<file path="src/rtl/mux_16bit.sv">
// mux_16bit: two-input word multiplexer with a combinational output and a
// registered copy of the selected word for pipelined consumers.
//
// Ports:
//   clk          rising-edge clock for all registers
//   rst          asynchronous active-high reset, clears registered state
//   in0          word selected when select = 0
//   in1          word selected when select = 1
//   select       source select (0 -> in0, 1 -> in1)
//   en           load enable for out_q / sel_q; 0 holds them
//   out          combinational selected word
//   out_q        registered selected word
//   sel_q        select value captured together with out_q
//   sel_changed  one-cycle pulse: last load captured a select different
//                from the previously captured one
module mux_16bit #(
    parameter int unsigned WIDTH = 16
) (
    input  logic             clk,
    input  logic             rst,
    input  logic [WIDTH-1:0] in0,
    input  logic [WIDTH-1:0] in1,
    input  logic             select,
    input  logic             en,
    output logic [WIDTH-1:0] out,
    output logic [WIDTH-1:0] out_q,
    output logic             sel_q,
    output logic             sel_changed
);

    // Conditional operator rather than if/else so an unknown select merges
    // in0/in1 bitwise (X only where they differ) instead of picking a side.
    assign out = select ? in1 : in0;

    // Registered copy of the selected word and the select that produced it.
    always_ff @(posedge clk or posedge rst) begin
        if (rst) begin
            out_q       <= '0;
            sel_q       <= 1'b0;
            sel_changed <= 1'b0;
        end else if (en) begin
            out_q       <= out;
            sel_q       <= select;
            sel_changed <= (select != sel_q);
        end else begin
            // Hold the data; the change flag only lives for the load cycle.
            sel_changed <= 1'b0;
        end
    end

endmodule

</file>
<file path="config.mk">
export PLATFORM = sky130hd
export DESIGN_NAME = mux_16bit
export DESIGN_NICKNAME = d
export VERILOG_FILES = /design/src/rtl/mux_16bit.sv
export SDC_FILE = /design/constraint.sdc
export NUM_CORES = 1
export LEC_CHECK = 0
export CORE_MARGIN = 1
export CORE_UTILIZATION = 25
export CTS_BUF_LIST = sky130_fd_sc_hd__clkbuf_8
export CTS_CLUSTER_DIAMETER = 50
export DETAILED_ROUTE_END_ITERATION = 10
export SETUP_SLACK_MARGIN = 0.2
export SYNTH_ARGS = -nofsm -noshare
export SYNTH_HDL_FRONTEND = slang
export SYNTH_SLANG_ARGS = --single-unit
</file>
<file path="constraint.sdc">
create_clock -name clk -period 1.3 [get_ports clk]
set_input_delay 0.13 -clock clk [delete_from_list [all_inputs] [get_ports clk]]
set_output_delay 0.13 -clock clk [all_outputs]
set_load 0.05 [all_outputs]
</file>
# == Word-level counts from Yosys, hierarchy flattened ==
# Index checks and enable logic that the tools add are counted.
# op_classes
n_eq_ne,1
mux,2
# ops
cell,count
16-bit 2-to-1 mux,1
1-bit 2-to-1 mux,1
1-bit inequality test,1
# word_totals
ff_bits,18
input_bits,36
word_cells,6

# == Logic depth before layout (Yosys ltp) ==
# logic_depth
word_depth,2
depth_mapped,4
depth_no_buf,2

# == Worst setup path before layout ==
# Ideal clock, no wire load.
# synth_path
path_type,input port to flip-flop
startpoint,in select
endpoint,reg out_q[10]
arrival_ns,1.043
t_required_ns,1.175
path_slack_ns,0.132
path_stages,4
path_cell_list,buf_6 buf_12 mux2_4 mux2_4
# synth_via
elab_chain_cells,1
# synth_rtl
item,line_no,rtl
"start, declared",23,"input logic select,"
16-bit 2-to-1 mux,33,assign out = select ? in1 : in0;
net out[10],25,"output logic [WIDTH-1:0] out,"
"end signal, assigned",42,out_q <= out;
"end, declared",26,"output logic [WIDTH-1:0] out_q,"
# The timed path passes the listed nets, and every way through them passes these cells.
# A chain may end at the register's enable or synchronous reset.

# == Final worst setup path ==
# layout_path
startpoint,in in1[5]
endpoint,out out[5]
# layout_via
elab_chain_cells,1
# layout_rtl
item,line_no,rtl
"start, declared",22,"input logic [WIDTH-1:0] in1,"
16-bit 2-to-1 mux,33,
"end, declared",25,
# Every way passes these cells.

==> results.txt <==
crit-path cells = clkdlybuf4s50_1 -> mux2_4 -> buf_12
post-detailed-placement half-perimeter wirelength = 1760 um
maximum clock frequency = 0.909 GHz
depth of the most critical reg-to-reg path = 2
Max stage delay cell, worst path = clkdlybuf4s50_1
placed cell count = 172
EDFF count, synth = 0
# clock sinks = 18
Routed Antenna Nets = 0
final worst path period share = 84.6%
cell at the root of the clock tree = clkbuf_8
crit path setup slack, layout = 0.200 ns
Avg Synthesized Cell Area = 16.3 um2
buffers added on ports = 69
count of final hold-check violations = 0
Chip Height = 63.5 um
setup repair after global routing missed its margin = true
Setup crit start kind = input pin
io pins = 70
most area-consuming cells after synthesis = dfrtp_1, mux2_4, mux2_2
nets in the synthesized netlist = 94
worst setup timing slack at the placement stage = -0.296 ns
data arrival time of the worst path = 0.97 ns
fraction of post-synthesis cell area in the top cell type by area = 47.7%
Peak VDD IR = 405 uV
gate count of the mapped netlist = 58
number of vias per cell = 4.28
time the final worst path needs with I/O delays and setup = 1.10 ns
Critical Path RT = 1.17 ns
clock latency on the worst-skew pair = 0.25 ns
remaining global-route overflow = 0
dominant register cell in the synthesized netlist = dfrtp_1
met3 wire length = 287 um
actual slew at the worst max-slew pin = 0.229 ns
Inserted Clock Buffers = 3
delay of the slowest cell on the worst path = 0.40 ns
leakage component of the power = 1.14 nW
Met2 Routed Length = 1150 um
placeable core region = 0.00347 mm2
post-route DRC violation count = 0
Final setup violation count = 0
sequential fraction of the synthesis area = 47.7%
initial antenna violation count = 0
most numerous cell types in the synthesized netlist = dfrtp_1, mux2_2, mux2_4
number of warnings issued by yosys = 0
largest clock skew in the final design = 0.0000999 ns
CTS max path bufs = 2
count of placed standard cells in the final layout, fillers left out = 179
fin. max-slew vios = 0
worst slew margin relative to its limit = 84.7%
r2r startpoint = sel_q
Die W = 63.5 um
maximum number of pins on one net before global-route repair = 19
drt initial violations = 15
final hold slack = 0.179 ns
Die Footprint = 0.00403 mm2
via count of the first global-routing pass = 820
Layout Cell Area excl Fill = 0.00215 mm2
cell area after placement = 0.00194 mm2
total power of the final layout = 2.33 mW
synthesized area = 945 um2
CP endpoint kind = output port
Post-Route WL = 2510 um
reg-to-reg critical path endpoint = sel_changed
Yosys cell types = 10
flops & latches, synth = 18
largest fanout of any net on the critical path = 2
starting density of the core = 27.2%
Met1 Routed Length = 1030 um
Area Overhead vs Synth = 128%
most numerous cell in the Yosys netlist = dfrtp_1
First-pass DRT Iterations = 2
share of post-route cells with drive strength above 1 = 58.6%
final-layout setup total negative slack = 0 ns
wire length of the first global-routing pass = 3950 um
total via count in the routed design = 766
top sig layer = met4
CTS clk-pin slew, worst paths = 0.07 ns
Antenna Diode Count = 0
GP Congestion = 0.647
R2R Setup Slk = 0.45 ns
fin util = 62.0%
WL per Instance = 14.0 um
largest area contributor in the synthesized netlist = dfrtp_1
TritonCTS clock tree = built
max capacitance violation total = 0
result of the run = finished clean
power per cell area = 1080 mW/mm2
FFs w/ async S/R, synth = 100%
deepest level of the CTS H-tree = 1
worst hold path class = input pin to async pin
Crit Path Class = input pin to output port
Final Net Count = 170
site row count = 21
total global-route track usage = 13.1%
timing repair:
item | CTS | global route
resized for setup | 29 | 29
gates cloned | 1 | 0
endpoints found under the setup margin | 32 | 13
buffers inserted | 1 | 1
hold buffers | 0 | 0
power breakdown:
group	leakage (nW)	internal, mW	switching [mW]
sequential	0.212	0.629	0.0755
combinational	0.900	0.618	0.549
clock	0.0288	0.269	0.188
per-layer routing:
metal	vias to the layer above	GRT usage, %
li1	354	-
met4	0	6.82
met3	5	5.62
met5	-	0
met1	354	15.2
met2	53	20.5
placed cells by master (no fill, tap or decap):
master and count:
buf_8 8, dfrtp_1 18, dlymetal6s2s_1 17, mux2_2 9
buf_12 28, buf_16 1, buf_4 4, clkdlybuf4s50_1 7
xor2_1 1, inv_1 1, dlygate4sd2_1 10, mux2_4 24
clkbuf_8 4, and2_1 1
critical path, delay by kind of cell:
family | cells | cell delay (ns)
buffers and inverters | 2 | 0.55
muxes | 1 | 0.28
worst max path at each step:
| stage | startpoint | end | slack [ns] |
|---|---|---|---|
| 6_report | in1[5] | out[5] | 0.20 |
| 5_1_grt | in1[5] | out[5] | 0.19 |
| 4_1_cts | in1[2] | out[2] | 0.20 |
| 3_3_place_gp | select | out_q[2] | -0.27 |
| 2_1_floorplan | select | out_q[10] | 0.14 |
| 3_5_place_dp | select | out_q[2] | -0.30 |
kinds of logic after synthesis:
kind of cell | count (synthesis) | share of synthesized area [%]
xor+xnor | 1 | 0.927
buf+inv | 5 | 5.03
flops | 18 | 47.7
mux | 33 | 45.7
simple gates | 1 | 0.663
registers in the layout (all words and copies together) (netlist names):
signal,cells
out_q,16
sel_changed,1
sel_q,1
layout make-up:
cell class,count,area [um2]
fill,271,1320
clock buffer,4,55.1
tap,46,57.6
multi-input combinational,35,477
sequential,18,450
timing repair buffer,75,1110
inverter,1,3.75
Power figures use the tool's default switching activity.
